`config.mk`:
```
export PLATFORM = sky130hd
export DESIGN_NAME = rv32_mod_instruction_fetch
export DESIGN_NICKNAME = d
export VERILOG_FILES = /design/src/rtl/rv32_mod_instruction_fetch.sv
export SDC_FILE = /design/constraint.sdc
export NUM_CORES = 1
export LEC_CHECK = 0
export ABC_AREA = 0
export CORE_ASPECT_RATIO = 0.6
export CORE_MARGIN = 2
export CORE_UTILIZATION = 46
export DETAILED_ROUTE_END_ITERATION = 8
export PLACE_DENSITY = 0.82
export SLEW_MARGIN = 30
export SYNTH_ARGS = -nofsm -noshare
export SYNTH_HDL_FRONTEND = slang
export SYNTH_SLANG_ARGS = --single-unit
```
`constraint.sdc`:
```
create_clock -name clk -period 3.8 [get_ports clk]
set_input_delay 0.76 -clock clk [delete_from_list [all_inputs] [get_ports clk]]
set_output_delay 0.76 -clock clk [all_outputs]
set_load 0.05 [all_outputs]
```
`src/rtl/rv32_mod_instruction_fetch.sv`:
```
// rv32_mod_instruction_fetch: instruction fetch front end for the rv32imc core.
// Fetches 32-bit words over a req/gnt/rvalid port and presents one instruction
// at a time with its PC over valid/ready. Redirects flush and restart fetch.
// Optional feature macro: RV32_FETCH_COMPRESSED_EN enables RVC parcel
// realignment (parcel buffer and straddle holding register). Without it every
// fetch is word aligned and any non-32-bit encoding is reported as a fault.
module rv32_mod_instruction_fetch #(
    parameter logic [31:0] RESET_PC = 32'h0000_0000
) (
    input  logic        clk,
    input  logic        rst,
    output logic        imem_req,
    output logic [31:0] imem_addr,
    input  logic        imem_gnt,
    input  logic        imem_rvalid,
    input  logic [31:0] imem_rdata,
    input  logic        imem_err,
    output logic        instr_valid,
    input  logic        instr_ready,
    output logic [31:0] instr,
    output logic [31:0] instr_pc,
    output logic        instr_fault,
    input  logic        redirect_valid,
    input  logic [31:0] redirect_pc
);

    typedef enum logic [2:0] {S_REQ, S_WAIT, S_OUT, S_DRAIN, S_FAULT} state_e;

    state_e      state_q, state_d;
    logic [31:0] pc_q, pc_d;
    logic        vld_q, vld_d;
    logic [31:0] instr_q, instr_d;
    logic [31:0] ipc_q, ipc_d;
    logic        flt_q, flt_d;
    logic        hs;
    logic        outstanding;
    logic [31:0] fetch_addr;
    logic        unused_rpc;

`ifdef RV32_FETCH_COMPRESSED_EN
    logic [15:0] pbuf_q, pbuf_d;
    logic        pbuf_v_q, pbuf_v_d;
    logic [15:0] lo_q, lo_d;
    logic        lo_v_q, lo_v_d;

    // A pending low half means the next word completes a straddling instruction.
    assign fetch_addr = {pc_q[31:2], 2'b00} + (lo_v_q ? 32'd4 : 32'd0);
`else
    assign fetch_addr = {pc_q[31:2], 2'b00};
`endif

    assign unused_rpc  = redirect_pc[0];
    assign hs          = vld_q & instr_ready;
    // Request is masked while reset is held so the bus sees idle during reset.
    assign imem_req    = (state_q == S_REQ) & ~rst;
    assign imem_addr   = imem_req ? fetch_addr : 32'd0;
    assign instr_valid = vld_q;
    assign instr       = instr_q;
    assign instr_pc    = ipc_q;
    assign instr_fault = flt_q;

    // State registers.
    always_ff @(posedge clk) begin
        if (rst) begin
            state_q  <= S_REQ;
            pc_q     <= {RESET_PC[31:1], 1'b0};
            vld_q    <= 1'b0;
            instr_q  <= 32'd0;
            ipc_q    <= 32'd0;
            flt_q    <= 1'b0;
`ifdef RV32_FETCH_COMPRESSED_EN
            pbuf_q   <= 16'd0;
            pbuf_v_q <= 1'b0;
            lo_q     <= 16'd0;
            lo_v_q   <= 1'b0;
`endif
        end else begin
            state_q  <= state_d;
            pc_q     <= pc_d;
            vld_q    <= vld_d;
            instr_q  <= instr_d;
            ipc_q    <= ipc_d;
            flt_q    <= flt_d;
`ifdef RV32_FETCH_COMPRESSED_EN
            pbuf_q   <= pbuf_d;
            pbuf_v_q <= pbuf_v_d;
            lo_q     <= lo_d;
            lo_v_q   <= lo_v_d;
`endif
        end
    end

    // Next state: fetch sequencing, realignment, output handshake, redirect.
    always_comb begin
        state_d     = state_q;
        pc_d        = pc_q;
        vld_d       = vld_q;
        instr_d     = instr_q;
        ipc_d       = ipc_q;
        flt_d       = flt_q;
        outstanding = 1'b0;
`ifdef RV32_FETCH_COMPRESSED_EN
        pbuf_d      = pbuf_q;
        pbuf_v_d    = pbuf_v_q;
        lo_d        = lo_q;
        lo_v_d      = lo_v_q;
`endif
        case (state_q)
            S_REQ: if (imem_gnt) state_d = S_WAIT;
            S_WAIT: if (imem_rvalid) begin
                // Defaults for an emitted instruction; branches override.
                vld_d   = 1'b1;
                ipc_d   = pc_q;
                flt_d   = 1'b0;
                state_d = S_OUT;
                if (imem_err) begin
                    instr_d = 32'd0;
                    flt_d   = 1'b1;
                    state_d = S_FAULT;
`ifdef RV32_FETCH_COMPRESSED_EN
                    pbuf_v_d = 1'b0;
                    lo_v_d   = 1'b0;
                end else if (lo_v_q) begin
                    instr_d = {imem_rdata[15:0], lo_q};
                    lo_v_d  = 1'b0;
                end else if (!pc_q[1]) begin
                    if (imem_rdata[1:0] != 2'b11) begin
                        instr_d  = {16'd0, imem_rdata[15:0]};
                        pbuf_d   = imem_rdata[31:16];
                        pbuf_v_d = 1'b1;
                    end else begin
                        instr_d = imem_rdata;
                    end
                end else if (imem_rdata[17:16] != 2'b11) begin
                    instr_d = {16'd0, imem_rdata[31:16]};
                end else begin
                    // Upper half starts a 32-bit instruction: fetch the next word.
                    lo_d    = imem_rdata[31:16];
                    lo_v_d  = 1'b1;
                    vld_d   = 1'b0;
                    state_d = S_REQ;
                end
`else
                end else if (imem_rdata[1:0] != 2'b11) begin
                    instr_d = 32'd0;
                    flt_d   = 1'b1;
                    state_d = S_FAULT;
                end else begin
                    instr_d = imem_rdata;
                end
`endif
            end
            S_OUT: if (hs) begin
                vld_d   = 1'b0;
                state_d = S_REQ;
`ifdef RV32_FETCH_COMPRESSED_EN
                pc_d = pc_q + ((instr_q[1:0] != 2'b11) ? 32'd2 : 32'd4);
                if (pbuf_v_q) begin
                    pbuf_v_d = 1'b0;
                    if (pbuf_q[1:0] != 2'b11) begin
                        // Buffered compressed parcel: no memory access needed.
                        vld_d   = 1'b1;
                        instr_d = {16'd0, pbuf_q};
                        ipc_d   = pc_d;
                        flt_d   = 1'b0;
                        state_d = S_OUT;
                    end else begin
                        lo_d   = pbuf_q;
                        lo_v_d = 1'b1;
                    end
                end
`else
                pc_d = pc_q + 32'd4;
`endif
            end
            S_DRAIN: if (imem_rvalid) state_d = S_REQ;
            S_FAULT: if (hs) vld_d = 1'b0;
            default: state_d = S_REQ;
        endcase

        // Redirect overrides everything above; a same-cycle response is dropped.
        if (redirect_valid) begin
            outstanding = ((state_q == S_WAIT) && !imem_rvalid) ||
                          ((state_q == S_REQ) && imem_gnt) ||
                          ((state_q == S_DRAIN) && !imem_rvalid);
            pc_d    = {redirect_pc[31:1], 1'b0};
            vld_d   = 1'b0;
            flt_d   = 1'b0;
            state_d = outstanding ? S_DRAIN : S_REQ;
`ifdef RV32_FETCH_COMPRESSED_EN
            pbuf_v_d = 1'b0;
            lo_v_d   = 1'b0;
`else
            // Halfword-aligned target cannot be fetched without RVC support.
            if (redirect_pc[1]) begin
                vld_d   = 1'b1;
                flt_d   = 1'b1;
                instr_d = 32'd0;
                ipc_d   = pc_d;
                state_d = S_FAULT;
            end
`endif
        end
    end

endmodule

```
==> impl_metrics.ini, run 1 <==
[critical_path]
critical_path_class = register to primary output
slowest_delay_ns = 0.82
worst-path-buf-inv = 1
crit_family = simple AND/OR/NAND/NOR gates
start_kind = register
path_cells = nor4_2 > and2_1 > clkdlybuf4s50_1
setup.worst_path.end_class = primary output
required_ns = 3.04
path_max_fanout = 16
critPathArrivalTime_ns = 2.57
cpMaxStageDelayCell = clkdlybuf4s50_1

[synthesis]
synth_most_common_cell = nor2_1
synthMuxAreaShare_pct = 6.16
synth_top_family_by_area = simple AND/OR/NAND/NOR gates
synth_area_leaders = dfxtp_1 42%, nor2_1 8.0%, a211oi_1 8.0%
synth-adder-area-share_pct = 0.265
netlist_area_sq_um = 4720
yosysWarnings = 0
synth-xor-area-share_pct = 5.39
synth_edf_count = 0
syn_area_per_cell_sq_um = 8.70
yosys.area_share.simple_pct = 24.0
async_reset_ff_share_pct = 0
synth_top_area_cell = dfxtp_1
synthFlopType = dfxtp_1
netlist_instances = 542
seq_area_frac_synth_pct = 42.5
synth_top_area_share_pct = 42.5
synth_top_cells_by_count = 101 x nor2_1, 100 x dfxtp_1, 50 x a211oi_1
ys_seq_elements = 100
synthDistinctLibCells = 50
synth_compound_area_share_pct = 17.4

[timing]
clock_skew_ns = 0.00985
max_freq_mhz = 300
relSlewSlack_pct = 44.0
whs_ns = 0.437
worst_slew_pin_slew_ns = 0.833
setup_tns_ns = 0
final_hold_viol_count = 0
setup_viol = 0
rsz0062_at_grt = false
fin_crit_ns = 3.33
min_period_over_period_pct = 87.6
maxSlewViolCount = 0

[clocking]
numCtsBuffers = 9
post-cts-setup-buffers = 0
clk_pin_slew_worst_paths_ns = 0.06
cts_sinks = 100
clkLatencyLatePin_ns = 0.34
h-tree-depth = 3
cts_tree = done
root_buffer = clkbuf_16
post_cts_resized = 0
holdBufCountCts = 0
clockBufferDepth = 2

[global_routing]
antenna_found_initial = 0
track_usage_pct = 24.3
grt_pass1_vias = 4249
grt_overflow = 0
grt_max_degree = 67
grt_first_pass_wirelength_mm = 21.3

[detailed_routing]
route.detailed.drc = 0
wl_met1_mm = 6.50
wl_met2_mm = 6.25
drt_pass1_iterations = 5
num_vias = 4536
wl_met3_um = 841
drt-total-wl_mm = 13.7
ant_nets = 0
drt_iter0_drc = 360
maxUsedRoutingLayer = met4
routed_via_density = 5.50
wl_per_cell_um = 16.7

[job]
maxCapViolations = 0

[cells_and_area]
synthToLayoutAreaGrowth_pct = 41.7
antennaDiodeCount = 0
finish.net_count = 757
drive_gt1_share_pct = 8.99

[placed_design]
hpwlAfterDp_mm = 9.93
portBuffers = 166
gp_congestion = 0.812

[power]
p_leak_nw = 2.60
ir_worst_vdd_uv = 211
p_per_area_nw_per_um2 = 393
total_power_mw = 2.63

[die]
boundaryPins = 170
placementRows = 28
core_area_sq_um = 9910
initial_utilization_pct = 47.6
die_h_um = 82.4
die_area_sq_um = 11100
chipWidth_um = 135

[hold_path]
min_path_type = register to register

[run_status]
status = complete, no violations
==> where the power goes <==
group / switching, mW / total, mW / internal [mW]
sequential: 0.0633 / 1.16 / 1.10
combinational: 0.335 / 0.555 / 0.220
clock: 0.392 / 0.906 / 0.513
total: 0.791 / 2.63 / 1.83
==> final cells by class <==
| class | instances | area, sq um |
|---|---|---|
| clock buffers | 11 | 233 |
| well taps | 135 | 169 |
| multi-input cells | 394 | 2540 |
| inverters | 5 | 18.8 |
| fillers | 805 | 3230 |
| repair buffers | 175 | 1660 |
| clock inverters | 5 | 62.6 |
| flip-flops and latches | 100 | 2000 |
==> worst min-delay path, delay by kind of cell, from the launching register on <==
| kind | cells | cell delay, ns |
|---|---|---|
| DFF | 1 | 0.31 |
| and+or+nand+nor | 2 | 0.09 |
==> worst paths after layout <==
path,startpoint,end,slack (ns),depth (start not counted)
worst max register to register,state_q[2],instr_pc[4],1.31,5
worst max-delay path,state_q[2],imem_addr[21],0.47,3
worst min-delay path,instr_pc[0],instr_pc[0],0.44,2
worst min register to register,instr_pc[0],instr_pc[0],0.44,2
==> cell usage in the layout (no fill, tap or decap), drive strengths merged, types with 5 or more instances in the layout <==
cell type / netlist / routed
nand3: 12 / 12
a21oi: 17 / 17
nand4: 14 / 14
inv: 5 / 5
nor4: 7 / 7
buf: 14 / 36
nand2: 24 / 24
nor3: 7 / 7
nor2: 101 / 101
xor2: 18 / 18
xnor2: 11 / 11
a211oi: 51 / 51
and2: 31 / 31
dfxtp: 100 / 100
and3: 5 / 5
clkbuf: 30 / 11
a22oi: 30 / 30
clkdlybuf4s50: 0 / 139
mux2i: 29 / 29
==> metal layers <==
layer  vias to the layer above  global-route usage (%)
li1                       2221                       -
met2                       154                    38.1
met4                         0                    5.79
met1                      2147                    33.7
met5                         -                       0
met3                        14                    6.17
==> cells by family (layout without fill, tap and decap cells) <==
family | Yosys count | after routing
muxes | 29 | 29
DFF | 100 | 100
adders and majority gates | 1 | 1
AOI/OAI and AO/OA | 115 | 115
and+or+nand+nor | 218 | 218
xor gates and xnor gates | 29 | 29
buffers and inverters | 49 | 196
other | 1 | 2
==> flip-flops by register name, summed over array words and instances (netlist names) <==
| name | cells |
|---|---|
| instr | 32 |
| instr_pc | 32 |
| pc_q | 31 |
| state_q | 3 |
| instr_fault | 1 |
| instr_valid | 1 |
==> stage by stage <==
step | worst slack [ns] | util [%] | cells | instance area (sq um)
3_3_place_gp | 0.560 | 64.4 | 809 | 6390
3_5_place_dp | 0.575 | 64.4 | 809 | 6390
4_1_cts | 0.470 | 67.4 | 825 | 6680
5_1_grt | 0.348 | 67.4 | 825 | 6680
2_1_floorplan | 0.826 | - | 543 | 4720
6_report | 0.469 | 67.4 | 825 | 6680
No activity file was read; power rests on OpenSTA's default activity.
==> run 2, diff against run 1 <==
ABC_AREA = 1   (was 0)
PLACE_DENSITY = 0.8   (was 0.82)
==> run 2 against run 1 <==
  * Clock power down 2.4%
  * Clock-buffer cell count down 2
  * Critical path depth up 3
  * Routed wire length up 12%
  * Critical path type unchanged
  * Combinational power up 8.5%
  * Sequential power about the same
  * Area after synthesis up 9.6%
  * Worst hold slack better by 0.0074 ns
  * Non-clock buffer count up 3
  * Critical endpoint is now imem_addr[4]
  * Flip-flop and latch count unchanged
  * Synthesized cell count up 45%
  * Highest routed layer is now met5
==> impl_metrics.ini, run 2 <==
[clocking]
post_cts_resized = 0
numCtsBuffers = 9
post-cts-setup-buffers = 0
h-tree-depth = 3
cts_sinks = 100
holdBufCountCts = 0
clkLatencyLatePin_ns = 0.35
root_buffer = clkbuf_16
cts_tree = done
clk_pin_slew_worst_paths_ns = 0.07
clockBufferDepth = 2

[synthesis]
synth_area_leaders = dfxtp_1 39%, nand2_1 12%, a21oi_1 9.3%
synth_top_area_share_pct = 38.7
netlist_area_sq_um = 5170
synth_edf_count = 0
synthDistinctLibCells = 29
netlist_instances = 788
seq_area_frac_synth_pct = 38.7
ys_seq_elements = 100
synthFlopType = dfxtp_1
synth_top_cells_by_count = 163 x nand2_1, 100 x dfxtp_1, 97 x inv_1
synth_top_area_cell = dfxtp_1
syn_area_per_cell_sq_um = 6.56
yosysWarnings = 0
synth_most_common_cell = nand2_1
async_reset_ff_share_pct = 0

[power]
combPwrFrac_pct = 22.9
ir_worst_vdd_uv = 240
pwr-share-seq_pct = 43.4
swShare_pct = 32.8
total_power_mw = 2.63
p_leak_nw = 2.84
p_per_area_nw_per_um2 = 371
clkPwrFrac_pct = 33.6
p_switching_uw = 861
cell_internal_pwr_mw = 1.77

[critical_path]
crit_path_start = state_q[1]
start_kind = register
critPathCapture = imem_addr[4]
path_max_fanout = 30
timing.rr.end = pc_q[6]
critical_path_class = register to primary output
required_ns = 3.04
critPathArrivalTime_ns = 2.60
timing.rr.start = state_q[1]
setup.worst_path.end_class = primary output
reg2reg_slack_ns = 1.89
rr_worst_depth = 7

[placed_design]
place_ws_ns = 0.725
hpwlAfterDp_mm = 11.4
portBuffers = 166
dpl.cell_count = 1060
gp_congestion = 0.990

[timing]
fin_ws_ns = 0.436
min_period_over_period_pct = 88.5
rsz0062_at_grt = false
worst_slew_pin_slew_ns = 0.813
maxSlewViolCount = 0
setup_tns_ns = 0
relSlewSlack_pct = 45.5
clock_skew_ns = 0.00795
setup_viol = 0
fin_crit_ns = 3.36
max_freq_mhz = 297
final_hold_viol_count = 0

[die]
boundaryPins = 170
placementRows = 29
initial_utilization_pct = 48.1
core_area_sq_um = 10700
die_area_sq_um = 12100
die_h_um = 86.1
chipWidth_um = 141

[job]
maxCapViolations = 0

[detailed_routing]
wl_per_cell_um = 14.3
route.detailed.drc = 0
drt_pass1_iterations = 5
routed_via_density = 5.22
drt_iter0_drc = 490
drt-total-wl_mm = 15.4
ant_nets = 0
num_vias = 5617

[global_routing]
track_usage_pct = 25.6
antenna_found_initial = 1
grt_max_degree = 50
grt_overflow = 0
grt_pass1_vias = 4854
grt_first_pass_wirelength_mm = 25.0

[cells_and_area]
antennaDiodeCount = 0
post-route-util_pct = 65.9
final_common_cell = nand2_1
synthToLayoutAreaGrowth_pct = 36.9
drive_gt1_share_pct = 7.90
nFillCells = 983
stdcell_count = 1076
mostFrequentLayoutCells = 163 x nand2_1, 135 x clkdlybuf4s50_1, 100 x dfxtp_1
finish.net_count = 1004

[run_status]
status = complete, no violations

[hold_path]
min_path_type = register to register
[run 2: changes by cell type in the layout (fill, tap and decap cells not counted), moves of 29 or more]
| cell | delta |
|---|---|
| inv_1 | +92 |
| nand2_1 | +140 |
| o21ai_0 | +64 |
| mux2i_1 | -29 |
| and2_1 | -30 |
| a211oi_1 | -50 |
| a21oi_1 | +79 |
| a22oi_1 | -29 |
| nand3_1 | +60 |
[run 2: how the worst min path moves through the flow]
stage	from	endpoint	slack [ns]	cells after the start
after CTS	instr_pc[0]	instr_pc[0]	0.45	2
after global routing	instr_pc[0]	instr_pc[0]	0.47	2
final	instr_pc[0]	instr_pc[0]	0.44	2
after floorplan	pc_q[10]	instr_pc[10]	0.47	2
after detailed placement	instr_pc[0]	instr_pc[0]	0.44	2
after global placement	instr_pc[0]	instr_pc[0]	0.43	2
[run 2: logic make-up after synthesis]
family | after synthesis | synth area share [%]
buffers and inverters | 147 | 11.8
other | 1 | 0.0726
flip-flops | 100 | 38.7
adder cells (fa/ha/maj) | 1 | 0.242
AO/OA/AOI/OAI | 193 | 20.1
XOR/XNOR | 9 | 1.53
AND/OR/NAND/NOR | 337 | 27.6
[run 2: layer usage]
metal	share of wire, %	global-route usage (%)	wire length, um
met5	0.084	0	13
met2	40	35.8	6100
met1	50	40.1	7710
met4	0.46	3.91	71
met3	9.7	6.03	1490
[run 2: critical path, stage by stage, from the launching register on]
cell	delay, ns
dfxtp_1	0.37
nor2_1	0.29
nand2_1	0.18
nor2_1	0.16
clkinv_1	0.66
nor2_1	0.34
buf_4	0.24
[run 2: power by group through the flow]
| stage | registers, mW | clock network, mW | logic, mW |
|---|---|---|---|
| 3_3_place_gp | 1.16 | 0 | 0.593 |
| 6_report | 1.14 | 0.884 | 0.602 |
| 3_5_place_dp | 1.16 | 0 | 0.598 |
| 5_1_grt | 1.15 | 0.952 | 0.649 |
| 4_1_cts | 1.14 | 0.899 | 0.600 |
| 2_1_floorplan | 1.26 | 0 | 0.291 |
[run 2: layout make-up]
type | count | area [sq um] | area share (%)
sequential | 100 | 2000 | 28.3
multi-input combinational | 542 | 2560 | 36.2
clock buffer | 9 | 225 | 3.18
timing repair buffer | 178 | 1670 | 23.7
tap | 139 | 174 | 2.46
clock inverter | 7 | 58.8 | 0.831
inverter | 101 | 379 | 5.36
[run 2: per-stage QoR]
step | hold WS, ns | instance area (sq um)
finish | 0.444 | 7080
global route | 0.468 | 7080
CTS | 0.448 | 7080
detailed placement | 0.437 | 6790
global placement | 0.433 | 6790
floorplan | 0.469 | 5170
==> run 3, diff against run 2 <==
ABC_CLOCK_PERIOD_IN_PS = 3800   (was default)
==> results of run 3 <==
The final DEF is identical to that of run 2; final timing and power are the same.
